$ cat src/rtl/mem_loader.sv
// Framed byte-stream boot loader: parses LEN(16, LE) | N x 32-bit LE words | CSUM
// and issues single-cycle word writes into a 2**ADDR_W x 32 program RAM port.
module mem_loader #(
    parameter int          ADDR_W    = 11,
    parameter int unsigned BASE_ADDR = 0
) (
    input  logic              clk,
    input  logic              reset,
    input  logic              start,
    input  logic [7:0]        din,
    input  logic              din_valid,
    output logic              din_ready,
    output logic              mem_we,
    output logic [ADDR_W-1:0] mem_addr,
    output logic [31:0]       mem_din,
    output logic              busy,
    output logic              done,
    output logic              error
);

    localparam logic [ADDR_W-1:0] BASE = BASE_ADDR[ADDR_W-1:0];
    localparam logic [16:0]       MAX_WORDS = 17'd1 << ADDR_W;

    typedef enum logic [2:0] {
        S_IDLE   = 3'd0,
        S_LEN_LO = 3'd1,
        S_LEN_HI = 3'd2,
        S_DATA   = 3'd3,
        S_CSUM   = 3'd4,
        S_FIN    = 3'd5
    } state_t;

    state_t              state_r;
    state_t              next_state_s;
    logic                accept_s;
    logic                active_next_s;
    logic [15:0]         len_full_s;
    logic                len_too_big_s;
    logic                last_word_s;
    logic [7:0]          len_lo_r;
    logic [15:0]         len_r;
    logic [1:0]          lane_r;
    logic [ADDR_W-1:0]   index_r;
    logic [23:0]         word_r;
    logic [7:0]          csum_r;

    function automatic logic [7:0] csum_add(input logic [7:0] acc, input logic [7:0] data);
        csum_add = acc + data;
    endfunction

    assign accept_s      = din_valid & din_ready;
    assign len_full_s    = {din, len_lo_r};
    assign len_too_big_s = ({1'b0, len_full_s} > MAX_WORDS);
    assign last_word_s   = ((17'(index_r) + 17'd1) == {1'b0, len_r});

    // Next-state decode; ready/busy are registered from the state being entered.
    always_comb begin
        next_state_s = state_r;
        case (state_r)
            S_IDLE: begin
                if (start) begin
                    next_state_s = S_LEN_LO;
                end else begin
                    next_state_s = S_IDLE;
                end
            end
            S_LEN_LO: begin
                if (accept_s) begin
                    next_state_s = S_LEN_HI;
                end else begin
                    next_state_s = S_LEN_LO;
                end
            end
            S_LEN_HI: begin
                if (!accept_s) begin
                    next_state_s = S_LEN_HI;
                end else if (len_too_big_s) begin
                    next_state_s = S_FIN;
                end else if (len_full_s == 16'd0) begin
                    next_state_s = S_CSUM;
                end else begin
                    next_state_s = S_DATA;
                end
            end
            S_DATA: begin
                if (accept_s && (lane_r == 2'd3) && last_word_s) begin
                    next_state_s = S_CSUM;
                end else begin
                    next_state_s = S_DATA;
                end
            end
            S_CSUM: begin
                if (accept_s) begin
                    next_state_s = S_FIN;
                end else begin
                    next_state_s = S_CSUM;
                end
            end
            S_FIN:   next_state_s = S_IDLE;
            default: next_state_s = S_IDLE;
        endcase
    end

    // Handshake-visible activity flag for the state being entered.
    always_comb begin
        active_next_s = 1'b0;
        case (next_state_s)
            S_LEN_LO, S_LEN_HI, S_DATA, S_CSUM: active_next_s = 1'b1;
            default:                            active_next_s = 1'b0;
        endcase
    end

    // State register with registered ready/busy.
    always_ff @(posedge clk or posedge reset) begin
        if (reset) begin
            state_r   <= S_IDLE;
            din_ready <= 1'b0;
            busy      <= 1'b0;
        end else begin
            state_r   <= next_state_s;
            din_ready <= active_next_s;
            busy      <= active_next_s;
        end
    end

    // Frame datapath: length capture, word assembly, write strobe and checksum verdict.
    always_ff @(posedge clk or posedge reset) begin
        if (reset) begin
            mem_we   <= 1'b0;
            mem_addr <= BASE;
            mem_din  <= 32'd0;
            done     <= 1'b0;
            error    <= 1'b0;
            len_lo_r <= 8'd0;
            len_r    <= 16'd0;
            lane_r   <= 2'd0;
            index_r  <= '0;
            word_r   <= 24'd0;
            csum_r   <= 8'd0;
        end else begin
            mem_we <= 1'b0;
            case (state_r)
                S_IDLE: begin
                    if (start) begin
                        done     <= 1'b0;
                        error    <= 1'b0;
                        csum_r   <= 8'd0;
                        index_r  <= '0;
                        lane_r   <= 2'd0;
                        len_lo_r <= 8'd0;
                        len_r    <= 16'd0;
                        word_r   <= 24'd0;
                    end
                end
                S_LEN_LO: begin
                    if (accept_s) begin
                        len_lo_r <= din;
                    end
                end
                S_LEN_HI: begin
                    if (accept_s) begin
                        len_r <= len_full_s;
                        if (len_too_big_s) begin
                            error <= 1'b1;
                        end
                    end
                end
                S_DATA: begin
                    if (accept_s) begin
                        csum_r <= csum_add(csum_r, din);
                        lane_r <= lane_r + 2'd1;
                        case (lane_r)
                            2'd0: word_r[7:0]   <= din;
                            2'd1: word_r[15:8]  <= din;
                            2'd2: word_r[23:16] <= din;
                            default: begin
                                // Lane 3 completes the word; the write fires next cycle.
                                mem_we   <= 1'b1;
                                mem_din  <= {din, word_r};
                                mem_addr <= BASE + index_r;
                                index_r  <= index_r + {{(ADDR_W-1){1'b0}}, 1'b1};
                            end
                        endcase
                    end
                end
                S_CSUM: begin
                    if (accept_s) begin
                        if (din == csum_r) begin
                            done <= 1'b1;
                        end else begin
                            error <= 1'b1;
                        end
                    end
                end
                default: begin
                end
            endcase
        end
    end

endmodule
$ cat config.mk
export PLATFORM = sky130hd
export DESIGN_NAME = mem_loader
export DESIGN_NICKNAME = d
export VERILOG_FILES = /design/src/rtl/mem_loader.sv
export SDC_FILE = /design/constraint.sdc
export NUM_CORES = 1
export LEC_CHECK = 0
export ABC_CLOCK_PERIOD_IN_PS = 9400
export CAP_MARGIN = 20
export CORE_MARGIN = 5
export CORE_UTILIZATION = 55
export CTS_CLUSTER_DIAMETER = 150
export DETAILED_ROUTE_END_ITERATION = 6
export PLACE_DENSITY_LB_ADDON = 0.08
export SLEW_MARGIN = 20
export SYNTH_ARGS = -nofsm -noshare
export SYNTH_HDL_FRONTEND = slang
export SYNTH_SLANG_ARGS = --single-unit
$ cat constraint.sdc
create_clock -name clk -period 9.4 [get_ports clk]
set_clock_uncertainty 0.2 [all_clocks]
set_input_delay 2.82 -clock clk [delete_from_list [all_inputs] [get_ports clk]]
set_output_delay 2.82 -clock clk [all_outputs]
set_load 0.02 [all_outputs]
Word-level counts from Yosys, hierarchy flattened

Cells that the tools add are included.

Flip-flop bits (word level): 119
Logic and storage cells: 111
Bits of input ports: 12
Output and inout port bits: 48

Equal/unequal tests: 25
Multiplexer cells: 42
Bitwise gates (word level): 2
Reductions and logical operators: 22
Add/subtract/negate cells: 4
Magnitude comparators: 1

Operators with widths:

| cell                                                 | count |
|---|---|
| 2-to-1 mux 24 bit                                    | 2 |
| 2-to-1 mux 8 bit                                     | 6 |
| one-hot mux 24 bit (2 select lines)                  | 1 |
| 2-to-1 mux 11 bit                                    | 3 |
| 2-to-1 mux 16 bit                                    | 2 |
| one-hot mux 16 bit (2 select lines)                  | 1 |
| one-hot mux 8 bit (2 select lines)                   | 2 |
| one-hot mux 11 bit (2 select lines)                  | 1 |
| inequality test 2 bit, second input constant         | 10 |
| AND reduction 4 bit                                  | 5 |
| equality test 12 x 16 -> 1 bit                       | 1 |
| > comparator 16 x 12 -> 1 bit, second input constant | 1 |
| logical NOT 16 bit                                   | 1 |
| one-hot mux 3 bit (5 select lines)                   | 1 |
| 2-to-1 mux 1 bit                                     | 13 |
| adder 11 x 1 -> 12 bit, second input constant        | 1 |
| equality test 3 x 2 -> 1 bit, second input constant  | 4 |
| 2-to-1 mux 3 bit                                     | 4 |
| AND reduction 3 bit                                  | 4 |
| adder 11 x 1 -> 11 bit, second input constant        | 1 |
| adder 8 bit                                          | 1 |
| equality test 8 bit                                  | 1 |
| nonzero test 2 bit                                   | 4 |
| equality test 3 x 1 -> 1 bit, second input constant  | 2 |
| other kinds (18)                                     | 24 |

Depth between registers and ports, before layout

Gate-level depths: netlist (run 1).

Depth after elaboration: 8
Gate-level depth with buffers: 9
Mapped depth without buffers: 8

Worst setup path before layout (run 1)

Ideal clock, no wire load.

Kind: input-to-reg
Start: in din[7]
End: reg busy
Stages on the path: 6
Data arrival time: 4.360 ns
Data required time: 9.058 ns
Buffers on the path: 1
Library setup time: 0.142 ns
Setup slack: 4.698 ns
Cells stage by stage: buf_2 or4_1 o311a_1 a221oi_2 o21a_1 o221ai_1

Longest elaborated chain between the ends: 8
Elaborated cells on any way between the ends: 12
Those cells by class: 1 x order compare; 4 x eq/ne; 5 x mux; 2 x reduce/logical

RTL lines:

| item                                                                                  | RTL line | RTL |
|---|---|---|
| start, declared                                                                       | 10       | `input logic [7:0] din,` |
| parallel branches: the longest is 2 deep, another holds > comparator 16 x 12 -> 1 bit | --       |  |
| 2-to-1 mux 3 bit (*)                                                                  | 77       | `end else if (len_too_big_s) begin` |
| 2-to-1 mux 3 bit (*)                                                                  | 75       | `if (!accept_s) begin` |
| one-hot mux 3 bit (5 select lines) (*)                                                | 59       | `case (state_r)` |
| equality test 3 x 1 -> 1 bit (tied with other cells)                                  | 107      | `case (next_state_s)` |
| OR reduction 4 bit (*)                                                                | 107      |  |
| 2-to-1 mux 1 bit (*)                                                                  | 107      |  |
| net active_next_s                                                                     | 36       | `logic active_next_s;` |
| end signal, assigned                                                                  | 122      | `busy <= active_next_s;` |
| end, declared                                                                         | 16       | `output logic busy,` |

Mark *: on every way through the listed nets, which the timed path passes.
A chain may end at the register's enable or synchronous reset.

Worst setup path after layout (run 1)

Start: in din_valid
End: reg mem_din[16]

Longest elaborated chain between the ends: 2

RTL lines:

| item                                 | RTL line | RTL |
|---|---|---|
| start, declared                      | 11       | `input logic din_valid,` |
| bitwise AND 1 bit                    | 51       | `assign accept_s = din_valid & din_ready;` |
| AND reduction 3 bit (no source line) | --       |  |
| end signal, assigned                 | 179      | `mem_din <= {din, word_r};` |
| end, declared                        | 15       | `output logic [31:0] mem_din,` |

Every way passes these cells.

==> impl_metrics.yaml, run 1 <==
outcome:
  status: "finished clean"
sta:
  min_period_ns: 4.99
  max_freq_mhz: 200
  setup-violations-final: 0
  worst_pin_slew_ns: 0.873
  slew_headroom_pct: 41.8
  hold_viol: 0
  finalCritPeriodShare_pct: 53.1
  rsz0062_at_grt: "no"
  drv_slew: 0
  tns_ns: 0
yosys:
  ys_seq_elements: 119
  yosysSeqAreaShare_pct: 53.5
  synth_area_um2: 5570
  yosysTopAreaCell: "dfrtp_1"
  syn_area_per_cell_um2: 10.0
  ys_types: 57
  async_reset_ff_share_pct: 100
  netlist_instances: 556
  synth.net_count: 582
  synth_area_leaders: "dfrtp_1, nand2_1, mux2_2"
  yosys_warnings: 0
  synth_top_area_share_pct: 53.5
  synth_ff_type: "dfrtp_1"
  synth_edf_count: 0
pwr:
  cellPowerDensity_nw_per_um2: 301
  internal_power_w: 0.00135
  power.share.sequential_pct: 37.3
  ir_drop_uv: 196
  leakage_nw: 3.15
  p_switching_w: 0.000709
  p_comb_share_pct: 31.3
  p_clk_share_pct: 31.4
  switching_share_pct: 34.5
clocking:
  ctsRootBufferMaster: "clkbuf_8"
  clk_latency_ns: 0.53
  path_clk_slew_ns: 0.06
  cts_made_buffers: 17
  htree_levels: 4
  cts_resized: 0
  cts_sinks: 119
  postCtsSetupBuffers: 0
  cts_max_path_buffers: 2
  cts_tree: "done"
  hold_buffers: 0
global_route:
  grt_start_max_net_pins: 69
  grt_pass1_wl_mm: 23.1
  grt_overflow_total: 0
  antenna_found_initial: 0
  grt_pass1_vias: 4465
  grt_usage_pct: 23.4
worst_setup_path:
  cp.arrival_ns: 5.20
  r2r_cells: 7
  start_kind: "input port"
  reg2reg_to: "state_r[0]"
  critical_path.max_fanout: 45
  required_ns: 9.61
  r2r_setup_slack_ns: 6.57
  critPathKind: "in2reg"
  end_kind: "register"
  r2r_start: "index_r[0]"
  setup.worst_path.start: "din_valid"
cells_and_area:
  nets: 634
  utilization_pct: 69.6
  drive_above_1_share_pct: 12.1
  area_growth_pct: 22.6
  fillers: 774
  n_antenna_cell: 0
floorplanning:
  core_um2: 9820
  dieArea_um2: 12200
  ios: 60
  rows: 36
  start_util_pct: 56.7
  die_y_um: 111
  die_x_um: 111
detailed_routing:
  via_per_inst: 5.71
  drc_errors: 0
  wl_mm: 13.4
  drt_iter0_drc: 251
  ant_nets: 0
  dr_total_vias: 4306
  dr.pass1.iters: 5
  drt-wirelength-per-cell_um: 17.8
place:
  gp_congestion: 0.889
  dp.final_hpwl_mm: 8.90
  numPortBuffers: 59
worst_hold_path:
  hold_path_depth: 2
  hold_start: "mem_addr[10]"
  min_to: "mem_addr[10]"
  holdCritPathClass: "reg2reg"
flow_run:
  max_cap_viol_count: 0
## registers in the layout, indices dropped and copies added (netlist names)
name      cells
mem_din      32
word_r       24
len_r        16
index_r      11
mem_addr     11
csum_r        8
len_lo_r      8
state_r       3
lane_r        2
busy          1
done          1
error         1
mem_we        1
## synthesized netlist by cell type, types with 4 or more instances
cell type,number
buf_2,8
and3_1,6
nor2_1,12
nand2b_1,6
ha_1,13
nor4_1,4
or2_2,4
o31ai_1,7
mux2_2,25
o21ai_0,50
nor3_1,6
dfrtp_1,119
nand2_1,141
a22o_1,25
clkbuf_1,19
nand3_1,15
inv_1,10
xor2_1,4
a21oi_1,11
xnor2_1,13
## layout by cell type, fill, tap and decap left out, types with 2 or more instances in the layout
cell	instances
a211o_1	2
a21o_1	3
a21oi_1	11
a22o_1	25
a22oi_1	3
a31oi_1	2
and2_1	2
and3_1	6
buf_4	6
bufinv_16	3
clkbuf_16	16
clkdlybuf4s50_1	59
clkinv_2	2
clkinv_4	5
clkinvlp_4	2
dfrtp_1	119
ha_1	13
inv_1	9
inv_6	2
mux2_2	25
nand2_1	141
nand2b_1	6
nand3_1	15
nand4_1	3
nor2_1	12
nor3_1	6
nor4_1	4
o21a_1	2
o21ai_0	50
o21ai_1	3
o21bai_1	3
o22ai_1	2
o31ai_1	7
o41ai_1	2
or2_2	4
or3_1	2
or4_1	2
xnor2_1	13
xor2_1	4
## worst max-delay path, cell delays in order
cell	delay, ns
clkdlybuf4s50_1	0.51
and2_1	0.37
nand3_1	0.12
buf_4	0.29
inv_1	0.25
buf_4	0.41
mux2_2	0.40
## final cells by class
class                           instances  area, um2  share of cell area (%)
Multi-Input combinational cell        395       2420                    35.4
Sequential cell                       119       2980                    43.6
Clock buffer                           18        418                    6.12
Inverter                               10       40.0                   0.586
Tap cell                              133        166                    2.44
Timing Repair Buffer                   65        636                    9.30
Clock inverter                         14        176                    2.58
## logic make-up (layout without fill, tap and decap cells)
kind of cell | count (synthesis) | in the layout | share of synthesized area (%)
simple gates | 214 | 214 | 17.5
compound gates | 124 | 124 | 14.7
flops | 119 | 119 | 53.5
buf+inv | 42 | 107 | 3.14
mux | 26 | 26 | 5.23
xor+xnor | 17 | 17 | 2.67
fa+ha+maj | 14 | 14 | 3.28
## layer usage
| metal | share of wire [%] | GRT usage, % |
|---|---|---|
| met1 | 44 | 30.5 |
| met2 | 49 | 37.1 |
| met3 | 5.3 | 6.18 |
| met4 | 1.3 | 9.93 |
| met5 | 0 | 0 |
## power groups by stage
stage	Combinational (W)	Clock, W	Sequential [W]
6_report	0.000644	0.000646	0.000767
5_1_grt	0.000710	0.000683	0.000786
4_1_cts	0.000649	0.000655	0.000765
3_5_place_dp	0.000641	0	0.000771
3_3_place_gp	0.000628	0	0.000769
2_1_floorplan	0.000348	0	0.000816
## metrics by stage
step | hold WS (ns) | total power (W) | cell area, um2 | std cells | setup slack, ns
6_report | 0.273 | 0.00206 | 6830 | 754 | 4.41
2_1_floorplan | 0.250 | 0.00116 | 5570 | 556 | 3.22
5_1_grt | 0.296 | 0.00218 | 6830 | 754 | 4.31
4_1_cts | 0.277 | 0.00207 | 6830 | 754 | 4.46
3_5_place_dp | 0.263 | 0.00141 | 6240 | 722 | 3.91
3_3_place_gp | 0.261 | 0.00140 | 6240 | 722 | 3.98
## worst max path at each step
stage,to,slack (ns),cells past startpoint
CTS,mem_din[16],4.46,7
floorplan,busy,3.22,1
global route,mem_din[16],4.31,7
global placement,mem_din[4],3.98,7
detailed placement,mem_din[16],3.91,7
finish,mem_din[16],4.41,7
(Power assumes the default switching activity.)
==> run 2, diff against run 1 <==
--- a/config.mk
+++ b/config.mk
@@ -5,7 +5,7 @@
 export SDC_FILE = /design/constraint.sdc
 export NUM_CORES = 1
 export LEC_CHECK = 0
-export ABC_CLOCK_PERIOD_IN_PS = 9400
+export ABC_CLOCK_PERIOD_IN_PS = 4900
 export CAP_MARGIN = 20
 export CORE_MARGIN = 5
 export CORE_UTILIZATION = 55
==> constraint.sdc (replaced) <==
create_clock -name clk -period 4.9 [get_ports clk]
set_clock_uncertainty 0.2 [all_clocks]
set_input_delay 1.47 -clock clk [delete_from_list [all_inputs] [get_ports clk]]
set_output_delay 1.47 -clock clk [all_outputs]
set_load 0.02 [all_outputs]
==> run 2 against run 1 <==
Net effect:
- sequential cell count unchanged
- final cell count rose by 0.53%
- critical path depth grew 2
- routed wire length is 0.74% higher
- highest routed layer unchanged
- clock power is 95% higher
- sequential power rose by 92%
- power grew 93%
- core utilization increased by 0.51 points
- via count rose by 1.6%
- worst setup slack worse by 3.2 ns
- register-to-register slack worse by 4.5 ns
- die area did not move
==> impl_metrics.yaml, run 2 (same netlist as run 1, synthesis figures left out) <==
clocking:
  cts_resized: 0
  cts_made_buffers: 17
  htree_levels: 4
  postCtsSetupBuffers: 0
  path_clk_slew_ns: 0.06
  hold_buffers: 0
  cts_sinks: 119
  cts_tree: "done"
  cts_max_path_buffers: 2
  ctsRootBufferMaster: "clkbuf_8"
  clk_latency_ns: 0.53
sta:
  min_period_ns: 3.70
  tns_ns: 0
  slew_headroom_pct: 39.6
  worst_pin_slew_ns: 0.906
  max_freq_mhz: 270
  drv_slew: 0
  finalCritPeriodShare_pct: 75.5
  hold_viol: 0
  setup-violations-final: 0
  rsz0062_at_grt: "no"
detailed_routing:
  dr_total_vias: 4375
  wl_mm: 13.5
  dr.pass1.iters: 5
  drt-wirelength-per-cell_um: 17.9
  ant_nets: 0
  via_per_inst: 5.77
  drt_iter0_drc: 281
  drc_errors: 0
pwr:
  leakage_nw: 3.17
  power.share.sequential_pct: 36.9
  ir_drop_uv: 431
  p_switching_w: 0.00137
  cellPowerDensity_nw_per_um2: 577
  internal_power_w: 0.00260
  switching_share_pct: 34.5
  p_clk_share_pct: 31.7
  p_comb_share_pct: 31.3
worst_setup_path:
  critPathKind: "in2reg"
  cp.arrival_ns: 3.88
  required_ns: 5.08
  critical_path.max_fanout: 8
  start_kind: "input port"
  end_kind: "register"
place:
  numPortBuffers: 59
  dp.final_hpwl_mm: 9.21
  gp_congestion: 0.840
cells_and_area:
  nets: 638
  largest_register: "mem_din"
  final_common_cell: "nand2_1"
  fillers: 775
  drive_above_1_share_pct: 12.6
  utilization_pct: 70.1
  largest_reg_flops: 32
  largest_registers: "mem_din (32), word_r (24), len_r (16)"
  layout_common_cells: "nand2_1, dfrtp_1, clkdlybuf4s50_1"
  n_antenna_cell: 0
  area_growth_pct: 23.5
global_route:
  antenna_found_initial: 0
  grt_pass1_vias: 4524
  grt_overflow_total: 0
  grt_start_max_net_pins: 71
  grt_pass1_wl_mm: 23.1
  grt_usage_pct: 23.6
flow_run:
  max_cap_viol_count: 0
floorplanning:
  die_y_um: 111
  core_um2: 9820
  rows: 36
  ios: 60
  dieArea_um2: 12200
  start_util_pct: 56.7
  die_x_um: 111
worst_hold_path:
  holdCritPathClass: "reg2reg"
outcome:
  status: "finished clean"
run 2: cell types whose count changed in the layout (fill, tap and decap cells not counted), sizes merged:
cell and delta:
clkbuf +1, clkinvlp +1, buf +4, inv +1, clkinv -3
run 2: power groups by stage:
stage,Clock (W),Sequential [W],Combinational (W)
6_report,0.00126,0.00147,0.00125
5_1_grt,0.00132,0.00151,0.00137
4_1_cts,0.00128,0.00147,0.00125
3_5_place_dp,0,0.00148,0.00124
3_3_place_gp,0,0.00147,0.00121
2_1_floorplan,0,0.00157,0.000668
run 2: stage by stage:
stage                     hold WS, ns  power [W]  setup slack, ns  std cells  instance area, um2
after floorplan                 0.250    0.00223           0.0725        556                5570
after global placement          0.260    0.00268            0.849        726                6280
after detailed placement        0.263    0.00272            0.709        726                6280
after CTS                       0.278    0.00400             1.22        758                6880
after global routing            0.314    0.00421             1.09        758                6880
final                           0.272    0.00397             1.20        758                6880
run 2: path summary, 6_finish.rpt:
path	startpoint	end	slack, ns	cells after the start
hold reg to reg	mem_addr[7]	mem_addr[7]	0.27	2
min in group asynchronous	reset	mem_addr[7]	1.29	2
setup reg to reg	index_r[0]	state_r[2]	2.11	7
hold / removal	mem_addr[7]	mem_addr[7]	0.27	2
setup / recovery	din[0]	csum_r[6]	1.20	9
max in group asynchronous	reset	csum_r[1]	2.46	3
run 2: layer usage:
layer	vias up	part of all wire [%]	global-route usage [%]
li1	2056	-	-
met1	2173	42	29.9
met2	120	51	39.3
met3	26	4.9	6.62
met4	0	1.7	7.72
met5	-	0	0
run 2: worst max-delay path, stage by stage:
cell	delay, ns
clkdlybuf4s50_1	0.66
ha_1	0.37
fa_1	0.41
a21o_1	0.18
a21oi_1	0.26
o21bai_1	0.10
a21oi_1	0.18
xor2_1	0.15
o21ai_0	0.10
run 2: final cells by class:
class	count	area [um2]	area share, %
sequential	119	2980	43.3
multi-input combinational	395	2420	35.1
timing repair buffer	69	678	9.85
clock buffer	19	432	6.27
clock inverter	13	170	2.47
tap	133	166	2.42
inverter	10	40.0	0.582
